**config.mk**
```make
export PLATFORM = sky130hd
export DESIGN_NAME = seq_control_param
export DESIGN_NICKNAME = d
export VERILOG_FILES = /design/src/rtl/seq_pkg.sv /design/src/rtl/seq_step_counter.sv /design/src/rtl/seq_control_param.sv
export SDC_FILE = /design/constraint.sdc
export NUM_CORES = 1
export LEC_CHECK = 0
export BUFFER_PORTS_ARGS = -buffer_cell sky130_fd_sc_hd__buf_4
export CORE_MARGIN = 2
export CORE_UTILIZATION = 48
export CTS_BUF_LIST = sky130_fd_sc_hd__clkbuf_4 sky130_fd_sc_hd__clkbuf_8
export DETAILED_ROUTE_END_ITERATION = 12
export HOLD_SLACK_MARGIN = 0.06
export PLACE_DENSITY = 0.76
export SYNTH_ARGS = -nofsm -noshare
export SYNTH_HDL_FRONTEND = slang
export SYNTH_SLANG_ARGS = --single-unit
```
**constraint.sdc**
```tcl
create_clock -name clk -period 1.63 [get_ports clk]
set_input_delay 0.163 -clock clk [delete_from_list [all_inputs] [get_ports clk]]
set_output_delay 0.163 -clock clk [all_outputs]
set_load 0.02 [all_outputs]
```
**src/rtl/seq_pkg.sv**
```systemverilog
// Shared state encoding and sizing helper for the drum-machine sequencer.
package seq_pkg;

  typedef enum logic [2:0] {
    S_LOAD_BPM      = 3'd0,
    S_LOAD_BPM_WAIT = 3'd1,
    S_LOAD_INS      = 3'd2,
    S_LOAD_INS_WAIT = 3'd3,
    S_PLAY          = 3'd4
  } seq_state_t;

  function automatic int seq_step_w(input int steps);
    return (steps < 2) ? 1 : $clog2(steps);
  endfunction

endpackage

```
**src/rtl/seq_step_counter.sv**
```systemverilog
// Modulo-STEPS beat counter with live-beat flag, step strobe and bar marker.
module seq_step_counter #(
  parameter int STEPS  = 8,
  parameter int STEP_W = 3
) (
  input  logic              clk,
  input  logic              reset,
  input  logic              en,
  input  logic              clr,
  output logic [STEP_W-1:0] step,
  output logic              step_valid,
  output logic              step_strobe,
  output logic              bar_start
);

  logic [STEP_W-1:0] step_q, step_d;
  logic              valid_q, valid_d;
  logic              strobe_q, strobe_d;
  logic              bar_q, bar_d;

  always_comb begin
    step_d   = step_q;
    valid_d  = valid_q;
    strobe_d = 1'b0;
    bar_d    = 1'b0;
    if (clr) begin
      step_d  = '0;
      valid_d = 1'b0;
    end else if (en) begin
      // First tick after entering play lands on beat 0.
      if (!valid_q || step_q == STEP_W'(STEPS - 1))
        step_d = '0;
      else
        step_d = step_q + 1'b1;
      valid_d  = 1'b1;
      strobe_d = 1'b1;
      bar_d    = (step_d == '0);
    end
  end

  always_ff @(posedge clk or posedge reset) begin
    if (reset) begin
      step_q   <= '0;
      valid_q  <= 1'b0;
      strobe_q <= 1'b0;
      bar_q    <= 1'b0;
    end else begin
      step_q   <= step_d;
      valid_q  <= valid_d;
      strobe_q <= strobe_d;
      bar_q    <= bar_d;
    end
  end

  assign step        = step_q;
  assign step_valid  = valid_q;
  assign step_strobe = strobe_q;
  assign bar_start   = bar_q;

endmodule

```
**src/rtl/seq_control_param.sv**
```systemverilog
// Drum-machine sequencer: BPM/instrument load walk, then looping play.
// Optional SEQ_PAUSE_EN adds a pause input that freezes the beat in play.
module seq_control_param
  import seq_pkg::*;
#(
  parameter int NUM_INS = 4,
  parameter int STEPS   = 8,
  parameter int STEP_W  = seq_step_w(STEPS)
) (
  input  logic               clk,
  input  logic               reset,
  input  logic               go,
  input  logic               stop,
  input  logic               beat_tick,
`ifdef SEQ_PAUSE_EN
  input  logic               pause,
`endif
  output logic               ld_bpm,
  output logic [NUM_INS-1:0] ld_ins,
  output logic               play,
  output logic [STEP_W-1:0]  step,
  output logic               step_valid,
  output logic               step_strobe,
  output logic               bar_start
);

  localparam int IDX_W = (NUM_INS > 1) ? $clog2(NUM_INS) : 1;

  seq_state_t       state_q, state_d;
  logic [IDX_W-1:0] idx_q, idx_d;
  logic             adv, clr, pause_i;

`ifdef SEQ_PAUSE_EN
  assign pause_i = pause;
`else
  assign pause_i = 1'b0;
`endif

  always_comb begin
    state_d = state_q;
    idx_d   = idx_q;
    ld_bpm  = 1'b0;
    ld_ins  = '0;
    play    = 1'b0;
    adv     = 1'b0;
    clr     = 1'b0;
    unique case (state_q)
      S_LOAD_BPM: begin
        ld_bpm = 1'b1;
        if (go) state_d = S_LOAD_BPM_WAIT;
      end
      S_LOAD_BPM_WAIT: begin
        if (!go) begin
          state_d = S_LOAD_INS;
          idx_d   = '0;
        end
      end
      S_LOAD_INS: begin
        ld_ins = NUM_INS'(1) << idx_q;
        if (go) state_d = S_LOAD_INS_WAIT;
      end
      S_LOAD_INS_WAIT: begin
        if (!go) begin
          if (idx_q == IDX_W'(NUM_INS - 1)) begin
            state_d = S_PLAY;
          end else begin
            state_d = S_LOAD_INS;
            idx_d   = idx_q + 1'b1;
          end
        end
      end
      S_PLAY: begin
        play = 1'b1;
        // stop wins over a coincident tick
        if (stop) begin
          state_d = S_LOAD_BPM;
          idx_d   = '0;
          clr     = 1'b1;
        end else if (beat_tick && !pause_i) begin
          adv = 1'b1;
        end
      end
      default: begin
        state_d = S_LOAD_BPM;
        idx_d   = '0;
      end
    endcase
  end

  always_ff @(posedge clk or posedge reset) begin
    if (reset) begin
      state_q <= S_LOAD_BPM;
      idx_q   <= '0;
    end else begin
      state_q <= state_d;
      idx_q   <= idx_d;
    end
  end

  seq_step_counter #(
    .STEPS  (STEPS),
    .STEP_W (STEP_W)
  ) u_cnt (
    .clk         (clk),
    .reset       (reset),
    .en          (adv),
    .clr         (clr),
    .step        (step),
    .step_valid  (step_valid),
    .step_strobe (step_strobe),
    .bar_start   (bar_start)
  );

endmodule

```
# Word-level counts from Yosys, hierarchy flattened
# Cells that the tools add are included.
[totals] latchBits=0 rom_bits=0 memories=0 regBits=11 mem_bits_rw=0
[classes] order_cmp=0 addsub=2 reduce_logical=8 n_bitwise=1 eq_ne=12 multipliers=0 div=0 shift=1 n_mux=31
[op_table] op="3-bit two-way mux" n=11
[op_table] op="3-bit one-hot mux with 5 select lines" n=1
[op_table] op="1-bit two-way mux" n=13
[op_table] op="2-bit inequality test, second input constant" n=6
[op_table] op="5-bit AND reduction" n=2
[op_table] op="2-bit two-way mux" n=4
[op_table] op="2-bit one-hot mux with 4 select lines" n=1
[op_table] op="3-bit by 2-bit equality test with 1-bit output, second input constant" n=2
[op_table] op="3-bit equality test, second input constant" n=2
[op_table] op="3-bit logical NOT" n=2
[op_table] op="4-bit two-way mux" n=1
[op_table] op="1-bit by 2-bit left shift with 4-bit output, first input constant" n=1
[op_table] op="3-bit by 1-bit adder with 3-bit output, second input constant" n=1
[op_table] op="3-bit by 1-bit equality test with 1-bit output, second input constant" n=1
[op_table] op="2-bit by 1-bit adder with 2-bit output, second input constant" n=1
[op_table] op="2-bit equality test, second input constant" n=1
[op_table] op="2-bit nonzero test" n=1
[op_table] op="2-bit OR reduction" n=1
[op_table] op="1-bit logical NOT" n=1
[op_table] op="1-bit logical OR" n=1
[op_table] op="1-bit NOT" n=1

# Logic depth before layout (Yosys ltp)
# Gate-level depths: netlist of the first run.
[logic_depth] ltp_word=8 ltp_mapped=6 mapped_depth_nobuf=5

# Hierarchy
# Synthesis of the first run repeated with hierarchy kept, for this count alone.
[unflattened] cells_unflattened=67 area_unflattened_um2=651.9
[modules_own_cells] mod="seq_control_param" cells_each=43 instances=1 area_per_inst_um2=374.1 seq_area_each_um2=125.1
[modules_own_cells] mod="seq_step_counter" cells_each=24 instances=1 area_per_inst_um2=277.8 seq_area_each_um2=150.1

# Worst setup path after synthesis of the first run
# OpenSTA, ideal clock, no wires.
[synth_timing] path_type="reg-to-reg" from="register u_cnt.step_q[0], in the netlist u_cnt.step[0]" to="register u_cnt.step_q[1], in the netlist u_cnt.step[1]" path_slack_ps=-45 arrival_time_ps=1593 synth_period_minus_slack_ps=1675 stages_incl_launch_ff=6 path_cell_list="dfrtp_1 ha_1 ha_1 nand2b_1 or3b_2 o21ai_0"
[synth_between] elab_chain_cells=7 elab_cells_between_ends=8
[synth_lines] element="from (decl)" line_no="seq_step_counter.sv:16" rtl="logic [STEP_W-1:0] step_q, step_d;"
[synth_lines] element="from (signal assigned)" line_no="seq_step_counter.sv:48" rtl="step_q <= step_d;"
[synth_lines] element="branches (longest 2 deep; another with 3-bit by 1-bit adder with 3-bit output)"
[synth_lines] element="3-bit two-way mux *" line_no="seq_step_counter.sv:31" rtl="if (!valid_q || step_q == STEP_W'(STEPS - 1))"
[synth_lines] element="3-bit two-way mux *" line_no="seq_step_counter.sv:29" rtl="end else if (en) begin"
[synth_lines] element="3-bit two-way mux *" line_no="seq_step_counter.sv:26" rtl="if (clr) begin"
[synth_lines] element="3-bit two-way mux *" line_no="seq_step_counter.sv:29"
[synth_lines] element="3-bit two-way mux *" line_no="seq_step_counter.sv:26"
# Every way passes the cells marked *. The select of a mux whose other input is x is not followed.
# A chain may end at the register's enable or synchronous reset.

# Final worst setup path of the first run
[layout_timing] from="register state_q[0]" to="register idx_q[0]"
[layout_between] elab_chain_cells=4 elab_cells_between_ends=13
[layout_lines] element="from (decl)" line_no="seq_control_param.sv:29" rtl="seq_state_t state_q, state_d;"
[layout_lines] element="from (signal assigned)" line_no="seq_control_param.sv:95" rtl="state_q <= state_d;"
[layout_lines] element="3-bit by 2-bit equality test with 1-bit output / 3-bit logical NOT (equally long branches)" line_no="seq_control_param.sv:47" rtl="unique case (state_q)"
[layout_lines] element="2-bit OR reduction (no line)"
[layout_lines] element="1-bit NOT (no line)"
[layout_lines] element="5-bit AND reduction (no line)"
[layout_lines] element="to (signal assigned)" line_no="seq_control_param.sv:96" rtl="idx_q <= idx_d;"
[layout_lines] element="to (decl)" line_no="seq_control_param.sv:30" rtl="logic [IDX_W-1:0] idx_q, idx_d;"
# Parallel ways exist; a longest one is shown, timed or not.

==> results.py, run 1 <==
metrics = {
    "run_status": {
        "status": "completed",
    },
    "timing": {
        "finalHoldViolations": 0,
        "setup_viol": 0,
        "tightest_slew_ps": 425,
        "post-route-period-util": 0.953,
        "whs_ps": 127,
        "finalClockSkew_ps": 2.46,
        "rsz0062_at_grt": "false",
        "tns_ps": 0,
        "slew_violations": 0,
        "max_slew_margin": 0.713,
        "fmax_ghz": 0.644,
        "period_minus_slack_ps": 1550,
    },
    "floorplanning": {
        "dieArea_mm2": 0.00167,
        "pin_count": 17,
        "core.rowCount": 13,
        "die_w_um": 40.9,
        "start_util": 0.507,
        "core_mm2": 0.00128,
        "die_y_um": 40.9,
    },
    "power": {
        "power_density_mw_per_mm2": 1090,
        "power_mw": 0.940,
        "clock_power_share": 0.216,
        "switching_share": 0.355,
        "cellLeakagePower_nw": 0.437,
        "ir_drop_mv": 0.673,
        "comb_power_share": 0.403,
        "p_sw_mw": 0.334,
        "p_int_mw": 0.606,
        "seqPwrFrac": 0.381,
    },
    "grt": {
        "grt_max_degree": 12,
        "antenna_found_initial": 0,
        "grt_usage": 0.197,
        "grt-ovfl-total": 0,
        "grt_pass1_wl_um": 2150,
        "grt_pass1_vias": 512,
    },
    "placed_design": {
        "place_area_um2": 800,
        "dp_hpwl_um": 966,
        "gp_congestion": 0.659,
        "port_buffers": 16,
    },
    "cells_and_area": {
        "diodes": 0,
        "drive_gt1_frac": 0.412,
        "syn_to_final_growth_pct": 32.1,
        "fillers": 108,
        "layout_commonest_cell": "buf_4",
        "mostFrequentLayoutCells": "buf_4, dfrtp_1, ha_1",
        "finalInstanceArea_um2": 861,
        "nets": 97,
    },
    "yosys": {
        "yosys_warnings": 0,
        "synth_nets": 73,
        "netlist_area_um2": 652,
        "ys_seq_area_frac": 0.422,
        "synth.avg_cell_area_um2": 10.5,
        "postSynthCellCount": 62,
        "synth-seq-cells": 11,
        "ys_types": 27,
    },
    "drt": {
        "wl_um": 1430,
        "drc": 0,
        "avgRoutedWirePerCell_um": 14.3,
        "via_count": 535,
        "drt_iter0_drc": 16,
        "via_per_inst": 5.35,
        "drt_first_pass_iters": 5,
        "antenna_left": 0,
    },
    "clock_tree": {
        "cts_tree": "done",
        "h-tree-depth": 1,
        "clock_path_buffers": 2,
        "cts.clk_slew.worst_paths_ps": 70,
        "cts_sinks": 11,
        "cts-root-buf": "clkbuf_4",
        "numCtsBuffers": 3,
        "clk_latency_ps": 260,
    },
    "worst_setup_path": {
        "start_kind": "flip-flop",
        "cp.required_ps": 1840,
        "worstSetupPathType": "flip-flop to flip-flop",
        "slowest_stage": "nor4bb_1",
        "crit_family": "simple AND/OR/NAND/NOR gates",
        "slowest_delay_ps": 480,
        "crit_chain": "buf_4, nor2b_1, nor4bb_1, mux2_2",
        "crit_buf_inv": 1,
        "cp.arrival_ps": 1760,
        "crit_fanout": 4,
        "end_kind": "flip-flop",
    },
    "hold_path": {
        "hp-class": "input pin to flip-flop",
    },
    "run": {
        "cap_violations": 0,
    },
}
cell usage after synthesis:
cell	n	area (um2)
o21a_1	1	7.51
or3b_2	1	8.76
inv_1	4	15.0
nand2_4	1	11.3
ha_1	6	75.1
o22ai_1	1	6.26
nand2_1	1	3.75
nor2b_1	2	12.5
nor3_1	2	10.0
nor2_1	4	15.0
buf_4	1	7.51
nor3b_1	1	7.51
or3b_1	1	8.76
dfrtp_1	11	275
a21oi_1	4	20.0
nand4b_1	1	8.76
nand2b_1	2	12.5
mux2i_1	1	10.0
o41ai_2	1	16.3
o21ai_0	5	25.0
nor4bb_1	1	10.0
clkinv_4	1	8.76
mux2_2	1	11.3
a22o_1	1	8.76
buf_6	2	22.5
and2_1	4	25.0
o41ai_1	1	8.76
through the flow:
step / utilization / worst slack (ps) / std cells
after floorplan: - / 25.5 / 62
after global placement: 0.622 / 82.9 / 94
after detailed placement: 0.622 / 39.3 / 94
after CTS: 0.653 / 2.42 / 99
after global routing: 0.670 / 32.0 / 100
final: 0.670 / 76.9 / 100
logic make-up after synthesis:
family | Yosys count | share of synthesized area
DFF | 11 | 0.422
muxes | 2 | 0.0326
and+or+nand+nor | 21 | 0.205
buffers and inverters | 8 | 0.0825
adders and majority gates | 6 | 0.115
AOI/OAI and AO/OA | 14 | 0.142
power groups by stage:
| stage | Combinational [mW] | Sequential, mW | Clock [mW] |
|---|---|---|---|
| final | 0.379 | 0.358 | 0.203 |
| after detailed placement | 0.368 | 0.363 | 0 |
| after global placement | 0.354 | 0.360 | 0 |
| after global routing | 0.418 | 0.366 | 0.225 |
| after CTS | 0.374 | 0.358 | 0.210 |
| after floorplan | 0.240 | 0.368 | 0 |
metal layers:
layer  up-vias  wire length [um]  part of all wire  global-route usage
met5         -                 0                 0                   0
met4         0                11            0.0077              0.0750
met3         2                39             0.027              0.0707
met2        10               756              0.53               0.313
met1       264               623              0.44               0.242
li1        259                 -                 -                   -
repair_timing:
item,in CTS,in global routing
endpoints found under the setup margin,0,6
buffers inserted,0,1
hold buffers,1,0
hold endpoints to repair,11,0
resized for setup,0,5
state kept, by name, indices dropped and copies added, names as in the netlist:
name,count
state_q,3
idx_q,2
u_cnt.step_valid,1
u_cnt.step_strobe,1
u_cnt.step,3
u_cnt.bar_start,1
area by class of cell:
class	count	area [um2]	area share
well taps	15	18.8	0.0218
flip-flops and latches	11	277	0.321
multi-input cells	43	344	0.400
repair buffers	22	168	0.195
inverters	5	23.8	0.0276
clock buffers	4	30.0	0.0349
final timing paths:
| check | from | end | slack, ps | depth (start not counted) |
|---|---|---|---|---|
| min | stop | u_cnt.step_valid | 130 | 2 |
| min reg2reg | state_q[2] | state_q[0] | 580 | 2 |
| max in group asynchronous | reset | u_cnt.step[0] | 870 | 3 |
| max | state_q[0] | idx_q[0] | 80 | 4 |
| min in group asynchronous | reset | idx_q[0] | 450 | 3 |
| max reg2reg | state_q[0] | idx_q[0] | 80 | 4 |
(Power assumes the default switching activity.)
==> inputs of run 2 (changes only) <==
--- a/config.mk
+++ b/config.mk
@@ -6,12 +6,12 @@
 export NUM_CORES = 1
 export LEC_CHECK = 0
 export BUFFER_PORTS_ARGS = -buffer_cell sky130_fd_sc_hd__buf_4
-export CORE_MARGIN = 2
-export CORE_UTILIZATION = 48
+export CORE_AREA = 2 2 39 41
 export CTS_BUF_LIST = sky130_fd_sc_hd__clkbuf_4 sky130_fd_sc_hd__clkbuf_8
 export DETAILED_ROUTE_END_ITERATION = 12
+export DIE_AREA = 0 0 41 43
 export HOLD_SLACK_MARGIN = 0.06
-export PLACE_DENSITY = 0.76
+export PLACE_DENSITY = 0.75
 export SYNTH_ARGS = -nofsm -noshare
 export SYNTH_HDL_FRONTEND = slang
 export SYNTH_SLANG_ARGS = --single-unit
==> constraint.sdc (replaced) <==
create_clock -name clk -period 1.7 [get_ports clk]
set_input_delay 0.17 -clock clk [delete_from_list [all_inputs] [get_ports clk]]
set_output_delay 0.17 -clock clk [all_outputs]
set_load 0.02 [all_outputs]
==> run 2 against run 1 <==
- cell count fell by 1.0%
- first-iteration DRC count fell by 81%
- sequential share of layout area rose by 1.2 points
- sequential power fell by 5%
- worst setup slack improved by 18 ps
- clock skew rose by 2.1 ps
- highest routed layer unchanged
- clock power fell by 4%
- combinational power fell by 9.5%
- critical path depth rose by 1
- sequential cell count did not move
==> results.py, run 2 (synthesis results as in run 1) <==
metrics = {
    "run_status": {
        "status": "completed",
    },
    "worst_setup_path": {
        "cp.arrival_ps": 1800,
        "reg2reg_slack_ps": 100,
        "end_kind": "flip-flop",
        "reg2reg_depth": 5,
        "crit_fanout": 5,
        "r2r-end": "u_cnt.step[1]",
        "timing.rr.start": "u_cnt.step[0]",
        "worstSetupPathType": "flip-flop to flip-flop",
        "cp.required_ps": 1890,
        "start_kind": "flip-flop",
    },
    "floorplanning": {
        "core.rowCount": 14,
        "dieArea_mm2": 0.00176,
        "die_w_um": 41,
        "start_util": 0.471,
        "pin_count": 17,
        "die_y_um": 43,
        "core_mm2": 0.00138,
    },
    "timing": {
        "setup_viol": 0,
        "post-route-period-util": 0.944,
        "layout_setup_ws_ps": 95.3,
        "fmax_ghz": 0.623,
        "max_slew_margin": 0.712,
        "finalClockSkew_ps": 4.54,
        "period_minus_slack_ps": 1600,
        "rsz0062_at_grt": "false",
        "tns_ps": 0,
        "slew_violations": 0,
        "finalHoldViolations": 0,
        "tightest_slew_ps": 426,
    },
    "cells_and_area": {
        "layout_commonest_cell": "buf_4",
        "nets": 95,
        "diodes": 0,
        "fillers": 122,
        "final_cells": 99,
        "syn_to_final_growth_pct": 26.9,
        "drive_gt1_frac": 0.349,
        "mostFrequentLayoutCells": "buf_4, dfrtp_1, ha_1",
    },
    "drt": {
        "via_per_inst": 5.15,
        "drc": 0,
        "drt_first_pass_iters": 3,
        "drt_iter0_drc": 3,
        "antenna_left": 0,
        "via_count": 510,
        "wl_um": 1200,
        "avgRoutedWirePerCell_um": 12.1,
    },
    "placed_design": {
        "place_ws_ps": 87.3,
        "port_buffers": 16,
        "gp_congestion": 0.752,
        "dp_hpwl_um": 925,
        "dp.cells": 94,
    },
    "hold_path": {
        "hp-class": "input pin to flip-flop",
        "hold_start": "stop",
        "holdPathEnd": "u_cnt.step_valid",
        "hold_depth": 2,
    },
    "clock_tree": {
        "h-tree-depth": 1,
        "cts_tree": "done",
        "clock_path_buffers": 2,
        "clk_latency_ps": 270,
        "post_cts_buffers": 0,
        "cts-root-buf": "clkbuf_4",
        "numCtsBuffers": 3,
        "cts.clk_slew.worst_paths_ps": 70,
        "cts_sinks": 11,
    },
    "grt": {
        "grt_pass1_wl_um": 1930,
        "grt_usage": 0.169,
        "grt_max_degree": 12,
        "grt_pass1_vias": 458,
        "grt-ovfl-total": 0,
        "antenna_found_initial": 0,
    },
    "run": {
        "cap_violations": 0,
    },
    "power": {
        "power_density_mw_per_mm2": 1060,
        "cellLeakagePower_nw": 0.421,
        "ir_drop_mv": 0.476,
    },
}
run 2: layout make-up:
cell class | instances | area [um2] | share of cell area
Multi-Input combinational cell | 43 | 325 | 0.393
Timing Repair Buffer | 20 | 153 | 0.185
Tap cell | 16 | 20.0 | 0.0242
Inverter | 5 | 23.8 | 0.0287
Sequential cell | 11 | 275 | 0.333
Clock buffer | 4 | 30.0 | 0.0363
run 2: worst max path at each step:
stage	from	to	slack, ps	cells past startpoint
detailed placement	u_cnt.step[0]	u_cnt.step[1]	90	5
global route	state_q[2]	ld_ins[2]	2	4
finish	u_cnt.step[0]	u_cnt.step[1]	100	5
global placement	u_cnt.step[0]	u_cnt.step[1]	160	5
CTS	state_q[0]	play	60	3
floorplan	u_cnt.step[0]	u_cnt.step[1]	20	5
run 2: routing by layer:
metal,part of all wire,global-route usage,wire (um),vias to the layer above
met5,0,0,0,-
met4,0.028,0.120,34,0
met3,0.055,0.0314,66,4
met2,0.49,0.253,590,14
met1,0.42,0.204,504,237
li1,-,-,-,255
run 2: what timing repair did:
| item | CTS | global route |
|---|---|---|
| hold endpoints to repair | 11 | 0 |
| resized for setup | 0 | 1 |
| hold buffers | 1 | 0 |
| setup endpoints to repair | 0 | 1 |
run 2: critical path, stage by stage, from the launching register on:
cell and delay [ps]:
dfrtp_1 420, ha_1 220, ha_1 170, nand2b_1 150, or3b_2 440, o21ai_0 150
run 2: metrics by stage:
stage	cell area (um2)	utilization	hold WS, ps	total power, mW
global route	827	0.598	136	0.941
floorplan	652	-	22.4	0.575
finish	827	0.598	126	0.877
CTS	825	0.596	119	0.886
detailed placement	785	0.567	192	0.687
global placement	785	0.567	192	0.681
run 2: where the power goes:
group          total (mW)  internal, mW  leakage [nW]  switching, mW
clock network       0.195         0.107        0.0184         0.0878
registers           0.340         0.304         0.143         0.0352
logic               0.343         0.163         0.260          0.179
total               0.877         0.575         0.421          0.302
